### config.mk
export PLATFORM = sky130hd
export DESIGN_NAME = pwm_duty_sequencer
export DESIGN_NICKNAME = d
export VERILOG_FILES = /design/src/rtl/pwm_duty_sequencer.sv
export SDC_FILE = /design/constraint.sdc
export NUM_CORES = 1
export LEC_CHECK = 0
export ABC_AREA = 1
export CAP_MARGIN = 25
export CORE_ASPECT_RATIO = 1.4
export CORE_MARGIN = 10
export CORE_UTILIZATION = 57
export DETAILED_ROUTE_END_ITERATION = 12
export PLACE_DENSITY = 0.79
export SLEW_MARGIN = 20
export SYNTH_ARGS = -nofsm -noshare
export SYNTH_HDL_FRONTEND = slang
export SYNTH_SLANG_ARGS = --single-unit
### constraint.sdc
create_clock -name clk -period 4.4 [get_ports clk]
set_input_delay 0.44 -clock clk [delete_from_list [all_inputs] [get_ports clk]]
set_output_delay 0.44 -clock clk [all_outputs]
set_load 0.01 [all_outputs]
### src/rtl/pwm_duty_sequencer.sv
// Per-channel PWM duty sequencer: commands select SET/RAMP/BREATHE/HOLD behaviour,
// and each channel's duty advances once per frame_end pulse.
module pwm_duty_sequencer #(
    parameter int unsigned NCH    = 4,
    parameter int unsigned PERIOD = 100,
    parameter int unsigned DW     = 8
) (
    input  logic              clk,
    input  logic              reset_n,
    input  logic              cmd_valid,
    output logic              cmd_ready,
    input  logic [1:0]        cmd_ch,
    input  logic [1:0]        cmd_mode,
    input  logic [DW-1:0]     cmd_duty,
    input  logic [3:0]        cmd_step,
    input  logic              frame_end,
    output logic [NCH*DW-1:0] duty_out,
    output logic              duty_load,
    output logic [NCH-1:0]    busy,
    output logic [NCH-1:0]    ramp_done
);

    localparam int unsigned XW = DW + 1;
    localparam logic [XW-1:0] PeriodX = XW'(PERIOD);

    localparam logic [1:0] ModeSet     = 2'b00;
    localparam logic [1:0] ModeRamp    = 2'b01;
    localparam logic [1:0] ModeBreathe = 2'b10;
    localparam logic [1:0] ModeHold    = 2'b11;

    typedef enum logic [1:0] {StHold, StRamp, StBrUp, StBrDn} ch_state_e;

    typedef struct packed {
        ch_state_e     state;
        logic [DW-1:0] duty;
        logic          done;
        logic          pend;
    } upd_t;

    ch_state_e     state_q [NCH];
    ch_state_e     state_d [NCH];
    logic [DW-1:0] duty_q  [NCH];
    logic [DW-1:0] duty_d  [NCH];
    logic [DW-1:0] target_q[NCH];
    logic [DW-1:0] target_d[NCH];
    logic [3:0]    step_q  [NCH];
    logic [3:0]    step_d  [NCH];
    // SET only applies its target at the next frame_end; this flags that pending load.
    logic [NCH-1:0] set_pend_q, set_pend_d;
    logic [NCH-1:0] ramp_done_q, ramp_done_d;
    logic           duty_load_q;
    logic           ready_q;

    logic          cmd_acc;
    logic [XW-1:0] cmd_duty_x;
    logic [DW-1:0] cmd_target;
    logic [3:0]    cmd_step_c;

    function automatic upd_t frame_update(input ch_state_e     st,
                                          input logic [DW-1:0] duty,
                                          input logic [DW-1:0] tgt,
                                          input logic [3:0]    step,
                                          input logic          pend);
        logic [XW-1:0] d, t, s, sum, nd;
        upd_t r;
        d   = {1'b0, duty};
        t   = {1'b0, tgt};
        s   = XW'(step);
        sum = d + s;
        nd  = d;
        r.state = st;
        r.done  = 1'b0;
        r.pend  = pend;
        unique case (st)
            StHold: begin
                if (pend) begin
                    nd     = t;
                    r.pend = 1'b0;
                end
            end
            StRamp: begin
                if (d < t) begin
                    nd = (sum >= t) ? t : sum;
                end else if (d > t) begin
                    nd = ((d - t) <= s) ? t : (d - s);
                end
                if (nd == t) begin
                    r.state = StHold;
                    r.done  = 1'b1;
                end
            end
            StBrUp: begin
                nd = (sum >= t) ? t : sum;
                if (nd == t) r.state = StBrDn;
            end
            StBrDn: begin
                nd = (d > s) ? (d - s) : '0;
                if (nd == '0) r.state = StBrUp;
            end
            default: ;
        endcase
        r.duty = nd[DW-1:0];
        return r;
    endfunction

    always_comb begin
        cmd_acc    = cmd_valid & ready_q;
        cmd_duty_x = {1'b0, cmd_duty};
        cmd_target = (cmd_duty_x > PeriodX) ? PeriodX[DW-1:0] : cmd_duty;
        cmd_step_c = (cmd_step == 4'd0) ? 4'd1 : cmd_step;
    end

    // A command landing on a frame_end cycle governs that frame's update.
    always_comb begin
        upd_t r;
        r           = '0;
        ramp_done_d = '0;
        set_pend_d  = set_pend_q;
        for (int unsigned c = 0; c < NCH; c++) begin
            state_d[c]  = state_q[c];
            duty_d[c]   = duty_q[c];
            target_d[c] = target_q[c];
            step_d[c]   = step_q[c];
            if (cmd_acc && (32'(cmd_ch) == c)) begin
                step_d[c] = cmd_step_c;
                unique case (cmd_mode)
                    ModeSet: begin
                        state_d[c]    = StHold;
                        target_d[c]   = cmd_target;
                        set_pend_d[c] = 1'b1;
                    end
                    ModeRamp: begin
                        state_d[c]    = StRamp;
                        target_d[c]   = cmd_target;
                        set_pend_d[c] = 1'b0;
                    end
                    ModeBreathe: begin
                        state_d[c]    = StBrUp;
                        target_d[c]   = cmd_target;
                        set_pend_d[c] = 1'b0;
                    end
                    ModeHold: begin
                        state_d[c]    = StHold;
                        set_pend_d[c] = 1'b0;
                    end
                    default: ;
                endcase
            end
            if (frame_end) begin
                r = frame_update(state_d[c], duty_q[c], target_d[c], step_d[c], set_pend_d[c]);
                state_d[c]     = r.state;
                duty_d[c]      = r.duty;
                set_pend_d[c]  = r.pend;
                ramp_done_d[c] = r.done;
            end
        end
    end

    always_ff @(posedge clk) begin
        if (!reset_n) begin
            for (int unsigned c = 0; c < NCH; c++) begin
                state_q[c]  <= StHold;
                duty_q[c]   <= '0;
                target_q[c] <= '0;
                step_q[c]   <= 4'd1;
            end
            set_pend_q  <= '0;
            ramp_done_q <= '0;
            duty_load_q <= 1'b0;
            ready_q     <= 1'b0;
        end else begin
            for (int unsigned c = 0; c < NCH; c++) begin
                state_q[c]  <= state_d[c];
                duty_q[c]   <= duty_d[c];
                target_q[c] <= target_d[c];
                step_q[c]   <= step_d[c];
            end
            set_pend_q  <= set_pend_d;
            ramp_done_q <= ramp_done_d;
            duty_load_q <= frame_end;
            ready_q     <= 1'b1;
        end
    end

    always_comb begin
        duty_out = '0;
        busy     = '0;
        for (int unsigned c = 0; c < NCH; c++) begin
            duty_out[c*DW +: DW] = duty_q[c];
            busy[c]              = (state_q[c] != StHold);
        end
    end

    assign cmd_ready = ready_q;
    assign duty_load = duty_load_q;
    assign ramp_done = ramp_done_q;

endmodule

==> results.md, run 1 <==
### Clocking
• 0.37 ns — clock latency on the worst-skew pair
• 0 — count of hold-fix buffers inserted at cts
• sky130_fd_sc_hd__clkbuf_16 — Clock Tree Root
• 3 — CTS HTree Levels
• 98 — clk sinks
• 0.08 ns — post-CTS clock slew at the launch and capture registers of the worst setup and hold paths
• built — CTS tree
• 2 — Longest Clk Path Bufs
• 9 — number of buffers created by CTS

### Die
• 62 — number of top-level pins
• 28800 um2 — area enclosed by the die boundary
• 58.1% — initial cell density of the core
• 21900 um2 — Std-Cell Core Area
• 197 um — Die Y
• 146 um — Die W
• 64 — floorplan row count

### Worst setup path
• sky130_fd_sc_hd__dfxtp_4 — slowest cell on the critical path
• 4.65 ns — worst endpoint required time
• flop — endpoint type of the worst setup path
• 6 — number of buffer and inverter instances along the worst setup path
• cmd_ready — Worst setup startpoint
• cmd_ready — Critical R2R Launch
• 0.35 ns — critical path's largest stage delay
• flop — CP Launch Type
• simple AND/OR/NAND/NOR gates — Worst path top cell family by delay
• 8 — critical-path maximum fanout
• reg2reg — Crit Path Category
• 4.88 ns — CP Data Arrival Time

### Cells and area
• 25.3% — ratio of cells with drive above 1 in the final layout
• 1542 — Filler cells
• 80.2% — final cell utilization of the core
• 38.1% — Area growth syn-to-layout
• 2732 — net total in the final layout

### Timing
• 16 — Final setup violation count
• true — unrepaired setup endpoints after global routing
• -0.238 ns — Final WS setup
• 0.736 ns — Worst Max-Slew Pin Slew
• 216 MHz — Fmax
• 105% — post-route clock period utilization
• 4.64 ns — minimum period implied by the final worst setup slack
• 0 — Fin. Hold Viols
• 50.7% — Slew headroom
• 0.0131 ns — worst clock skew
• 0 — Final Slew Violations

### GRT
• 3.51% — met3 track utilization from global routing
• 1 — initial antenna violation count
• 36.6% — met1 Use GR
• 37 — maximum number of pins on one net before global-route repair
• 15654 — vias in the first global route
• 0 — GRT overflow
• 32.2% — Total Routing Usage GR
• 57.4% — global-route track usage on met2
• 76800 um — first-pass GRT wire length
• met2 — GR peak layer

### Synthesis
• 5.91 um2 — Avg Synthesized Cell Area
• 12700 um2 — cell area after synthesis
• 15.4% — sequential-to-total area share from yosys stat
• 0 — number of synthesized flops with an enable pin
• 2158 — instance count of the mapped netlist
• 98 — synthesized flop and latch total
• sky130_fd_sc_hd__dfxtp_1 — most used flip-flop cell after synthesis
• 62 — number of distinct library cells after synthesis
• 0% — FFs w/ async S/R, synth
• 0 — synth warn
• 2317 — syn_nets

### Power and ir drop
• 0.383 mV — worst vdd ir
• 355 nW/um2 — P per Cell Area
• 9.17 nW — static leakage power

### Detailed routing
• 5.97 — detailed-route vias per instance
• 8 — first-pass iteration count of the detailed router
• 0 — DRC viols
• 19.0 um — detailed-route wire length per cell
• 54700 um — total detailed-routing wirelength
• 2017 — initial DRC count
• 17179 — vias after detailed routing
• 0 — Antenna Violating Nets Remaining

### Hold path
• cmd_step[0] — startpoint of the worst hold path
• in2reg — worst min-delay path category

### Placement
• 61 — IO buf count
• 1.06 — placer's final routability congestion estimate
• 39200 um — HPWL reported at the end of detailed placement
• -0.985 ns — worst slack at placement

### Outcome
• finished with violations — status
• setup timing — violated checks

### Job
• 0 — maxcap violations

## final timing paths
path	to	slack (ns)	cells past startpoint
max	duty_q[3][1]	-0.24	28
min	step_q[0][0]	0.50	4
min reg2reg	step_q[1][0]	0.51	2
max reg2reg	duty_q[3][1]	-0.24	28
## registers in the layout, indices dropped and copies added, names as in the netlist
signal	cells
duty_load	1
ramp_done	4
duty_q	32
cmd_ready	1
set_pend_q	4
state_q	8
target_q	32
step_q	16
## final cells by class
type	count	area [um2]	area share [%]
diodes	1	2.50	0.0142
clock buffers	9	225	1.28
clock inverters	7	85.1	0.483
inverters	325	1230	6.97
multi-input cells	1692	10100	57.4
flip-flops and latches	98	1970	11.2
well taps	297	372	2.11
repair buffers	447	3610	20.5
## synth_stat cells, types with 12 or more instances
| master | count | area [um2] |
|---|---|---|
| sky130_fd_sc_hd__nand3_1 | 189 | 946 |
| sky130_fd_sc_hd__buf_2 | 12 | 60.1 |
| sky130_fd_sc_hd__a21oi_1 | 104 | 521 |
| sky130_fd_sc_hd__o211ai_1 | 18 | 135 |
| sky130_fd_sc_hd__nand2_1 | 663 | 2490 |
| sky130_fd_sc_hd__fa_1 | 12 | 240 |
| sky130_fd_sc_hd__o21ai_0 | 96 | 480 |
| sky130_fd_sc_hd__o2111ai_1 | 12 | 105 |
| sky130_fd_sc_hd__nand4_1 | 71 | 444 |
| sky130_fd_sc_hd__dfxtp_1 | 98 | 1960 |
| sky130_fd_sc_hd__o21ai_1 | 27 | 135 |
| sky130_fd_sc_hd__o22ai_1 | 12 | 75.1 |
| sky130_fd_sc_hd__xor2_1 | 35 | 307 |
| sky130_fd_sc_hd__ha_1 | 127 | 1590 |
| sky130_fd_sc_hd__clkbuf_1 | 21 | 78.8 |
| sky130_fd_sc_hd__nor3_1 | 17 | 85.1 |
| sky130_fd_sc_hd__nor2_1 | 178 | 668 |
| sky130_fd_sc_hd__inv_1 | 292 | 1100 |
| sky130_fd_sc_hd__inv_2 | 29 | 109 |
## worst min-delay path, cell delays in order
cell and delay (ns):
sky130_fd_sc_hd__dlymetal6s2s_1 0.10, sky130_fd_sc_hd__a31o_4 0.15, sky130_fd_sc_hd__nand2_2 0.07, sky130_fd_sc_hd__nand3_1 0.07
## kinds of logic (layout without fill, tap and decap cells)
logic type                 Yosys count  in the layout  synth area share [%]
other                                0              1                     0
adders and majority gates          139            139                  14.4
AOI/OAI and AO/OA                  322            322                  15.0
muxes                                1              1                0.0883
buffers and inverters              370            788                  11.5
and+or+nand+nor                   1186           1188                  40.8
xor gates and xnor gates            42             42                  2.89
DFF                                 98             98                  15.4
## layer usage
metal | wire length, um | part of all wire, %
met3 | 4940 | 9.0
met4 | 4200 | 7.7
met1 | 19500 | 36
met5 | 0 | 0
met2 | 26000 | 48
## stage by stage
step	std cells	hold slack [ns]	setup TNS [ns]	total power, W	instance area (um2)
5_1_grt	2875	0.507	-7.35	0.00666	17600
4_1_cts	2839	0.481	-0.00981	0.00575	16600
3_5_place_dp	2814	0.461	-25.55	0.00484	16100
6_report	2876	0.497	-1.44	0.00626	17600
3_3_place_gp	2814	0.451	-21.95	0.00478	16100
2_1_floorplan	2158	0.437	0	0.00335	12700
## placed cells by master, fill, tap and decap left out, types with 27 or more instances in the layout
cell type                         synthesis  final
sky130_fd_sc_hd__inv_1                  292    280
sky130_fd_sc_hd__buf_4                    5    371
sky130_fd_sc_hd__nor2_1                 178    165
sky130_fd_sc_hd__inv_2                   29     40
sky130_fd_sc_hd__nand2_2                  7     43
sky130_fd_sc_hd__ha_1                   127    103
sky130_fd_sc_hd__nand2_1                663    624
sky130_fd_sc_hd__nand3_1                189    180
sky130_fd_sc_hd__a21oi_1                104     93
sky130_fd_sc_hd__dfxtp_1                 98     97
sky130_fd_sc_hd__o21ai_0                 96     83
sky130_fd_sc_hd__clkdlybuf4s50_1          0     49
sky130_fd_sc_hd__xor2_1                  35     31
sky130_fd_sc_hd__o21ai_2                 11     27
sky130_fd_sc_hd__nand4_1                 71     71
## power breakdown
| part | internal (W) | leakage [nW] | total, W | switching (W) |
|---|---|---|---|---|
| logic | 0.00178 | 8.23 | 0.00442 | 0.00264 |
| clock network | 0.000453 | 0.146 | 0.000874 | 0.000421 |
| registers | 0.000920 | 0.794 | 0.000958 | 0.0000385 |
## repair_timing
action | 4_1_cts | 5_1_grt
setup endpoints to repair | 42 | 42
pin swaps | 16 | 84
gates cloned | 1 | 3
endpoints found under the hold margin | 0 | 0
gates resized for setup | 37 | 178
setup buffers | 8 | 33
(Power assumes the default switching activity.)
==> run 2, diff against run 1 <==
CORE_MARGIN = unset   (was 10)
CORE_UTILIZATION = 40   (was 57)
PLACE_DENSITY = unset   (was 0.79)
==> results.md, run 2 (same netlist as run 1, synthesis figures left out) <==
### Placement
• 40800 um — HPWL reported at the end of detailed placement, +4.1%
• 16500 um2 — Area after DPL, +2.1%
• -0.768 ns — worst slack at placement, +0.217 ns
• 0.967 — placer's final routability congestion estimate, -9.0%
• 61 — IO buf count, unchanged

### Clocking
• 0 — count of hold-fix buffers inserted at cts, unchanged
• sky130_fd_sc_hd__clkbuf_16 — Clock Tree Root
• 2 — Longest Clk Path Bufs, unchanged
• 3 — CTS HTree Levels, unchanged
• 98 — clk sinks, unchanged
• built — CTS tree
• 9 — number of buffers created by CTS, unchanged
• 0.08 ns — post-CTS clock slew at the launch and capture registers of the worst setup and hold paths, about the same
• 0.38 ns — clock latency on the worst-skew pair, about the same

### Detailed routing
• 49800 um — total detailed-routing wirelength, -8.9%
• 15887 — vias after detailed routing, -7.5%
• 0 — Antenna Violating Nets Remaining, unchanged
• 16.6 um — detailed-route wire length per cell, -13%
• 5.30 — detailed-route vias per instance, -11%
• 0 — DRC viols, unchanged
• 1262 — initial DRC count, -37%
• 6 — first-pass iteration count of the detailed router, -2

### Die
• 213 um — Die Y, +8.3%
• 31500 um2 — Std-Cell Core Area, +44%
• 153 um — Die W, +4.4%
• 62 — number of top-level pins, unchanged
• 32600 um2 — area enclosed by the die boundary, +13%
• 40.5% — initial cell density of the core, -18 points
• 77 — floorplan row count, +20%

### Worst setup path
• 4 — number of buffer and inverter instances along the worst setup path, -2
• flop — endpoint type of the worst setup path
• simple AND/OR/NAND/NOR gates — Worst path top cell family by delay
• 8 — critical-path maximum fanout, unchanged
• 0.38 ns — critical path's largest stage delay, +0.03 ns
• reg2reg — Crit Path Category
• 27 — depth of the worst register-to-register path, -3.6%
• 4.50 ns — CP Data Arrival Time, -0.38 ns
• cmd_ready — Critical R2R Launch
• 4.73 ns — worst endpoint required time, +0.08 ns
• 0.23 ns — internal reg-to-reg setup slack, +0.47 ns
• state_q[3][0] — R2R Path End
• flop — CP Launch Type
• sky130_fd_sc_hd__fa_2 — slowest cell on the critical path
• sky130_fd_sc_hd__nand2_2 — cell repeated most along the worst path

### Cells and area
• 2756 — net total in the final layout, +0.88%
• 0 — Diodes inserted, -1
• 39.1% — Area growth syn-to-layout
• 3199 — Filler cells, +110%
• sky130_fd_sc_hd__nand2_1 — most common library cell in the layout ignoring fill and taps
• 17700 um2 — total non-filler cell area in the finished layout, +0.72%
• 25.2% — ratio of cells with drive above 1 in the final layout, -0.070 points
• 628 x sky130_fd_sc_hd__nand2_1, 397 x sky130_fd_sc_hd__buf_4, 282 x sky130_fd_sc_hd__inv_1, 176 x sky130_fd_sc_hd__nand3_1, 161 x sky130_fd_sc_hd__nor2_1 — most frequent cells in the layout
• duty_q x32, target_q x32, step_q x16 — largest registers

### Timing
• 0 — Final Slew Violations, unchanged
• 0.232 ns — Final WS setup, +0.470 ns
• true — unrepaired setup endpoints after global routing
• 0 — Final setup violation count, -16
• 0.0158 ns — worst clock skew, +0.00271 ns
• 46.9% — Slew headroom, -3.8 points
• 240 MHz — Fmax, +11%
• 4.17 ns — minimum period implied by the final worst setup slack, -0.470 ns
• 94.7% — post-route clock period utilization, -11 points
• 0.796 ns — Worst Max-Slew Pin Slew, +0.0592 ns
• 0 — Fin. Hold Viols, unchanged

### Hold path
• 2 — number of stages on the worst hold path, -2
• step_q[0][0] — startpoint of the worst hold path
• step_q[0][0] — destination of the worst hold path
• reg2reg — worst min-delay path category

### GRT
• 43 — maximum number of pins on one net before global-route repair, +16%
• 0 — initial antenna violation count, -1
• 15358 — vias in the first global route, -1.9%
• 0 — GRT overflow, unchanged
• 77800 um — first-pass GRT wire length, +1.3%
• 30.4% — Total Routing Usage GR, -1.8 points

### Power and ir drop
• 356 nW/um2 — P per Cell Area, +0.13%
• 0.227 mV — worst vdd ir, -41%
• 9.26 nW — static leakage power, +1.0%

### Job
• 0 — maxcap violations, unchanged

### Outcome
• completed — status

-- run 2: cell types whose count changed in the layout (fill, tap and decap cells not counted), moves of 7 or more --
cell,change
sky130_fd_sc_hd__a21oi_1,+7
sky130_fd_sc_hd__buf_4,+26
sky130_fd_sc_hd__ha_1,+10
sky130_fd_sc_hd__ha_4,-12
sky130_fd_sc_hd__o21ai_2,-7
-- run 2: tightest hold or removal path, delay by kind of cell (launching register included) --
family,cells,cell delay [ns]
DFF,1,0.31
and+or+nand+nor,2,0.14
-- run 2: where the power goes --
part | leakage, nW | internal, W | switching (W)
clock network | 0.162 | 0.000556 | 0.000394
logic | 8.31 | 0.00184 | 0.00256
registers | 0.794 | 0.000920 | 0.0000381
total | 9.26 | 0.00332 | 0.00299
-- run 2: cell type report --
cell class,instances,area (um2),share of cell area [%]
multi-input cells,1691,9900,55.9
repair buffers,472,3790,21.4
flip-flops and latches,98,1970,11.1
inverters,325,1230,6.94
well taps,395,494,2.79
clock buffers,9,225,1.27
clock inverters,6,115,0.649
-- run 2: worst max-delay path by stage --
stage	cells past startpoint	startpoint	endpoint	slack, ns
after floorplan	27	cmd_ch[0]	state_q[3][0]	0.14
after global placement	29	cmd_ch[0]	state_q[3][0]	-0.77
after detailed placement	28	cmd_ch[0]	ramp_done[3]	-0.77
after CTS	34	cmd_ch[0]	state_q[3][0]	0.0002
after global routing	31	cmd_duty[1]	state_q[3][0]	-0.06
final	27	cmd_ready	state_q[3][0]	0.23
-- run 2: per-stage QoR --
step,util (%),total power (W),hold slack (ns),instances,setup TNS [ns]
after CTS,54.7,0.00606,0.473,2975,0
after global placement,52.3,0.00493,0.454,2943,-19.06
after detailed placement,52.3,0.00495,0.452,2943,-22.46
after global routing,56.3,0.00683,0.516,2996,-0.208
final,56.3,0.00631,0.480,2996,0
after floorplan,-,0.00335,0.437,2158,0
-- run 2: timing repair --
item	4_1_cts	5_1_grt
pin swaps	36	73
cloned	1	2
gates resized for setup	74	106
buffers inserted	16	19
endpoints found under the setup margin	39	42
-- run 2: metal layers --
| layer | global-route usage [%] | vias up | part of all wire (%) |
|---|---|---|---|
| met5 | 0 | - | 0 |
| met4 | 16.8 | 0 | 5.3 |
| met3 | 2.60 | 148 | 4.2 |
| met2 | 55.8 | 491 | 50 |
| met1 | 34.8 | 7327 | 41 |
| li1 | - | 7921 | - |
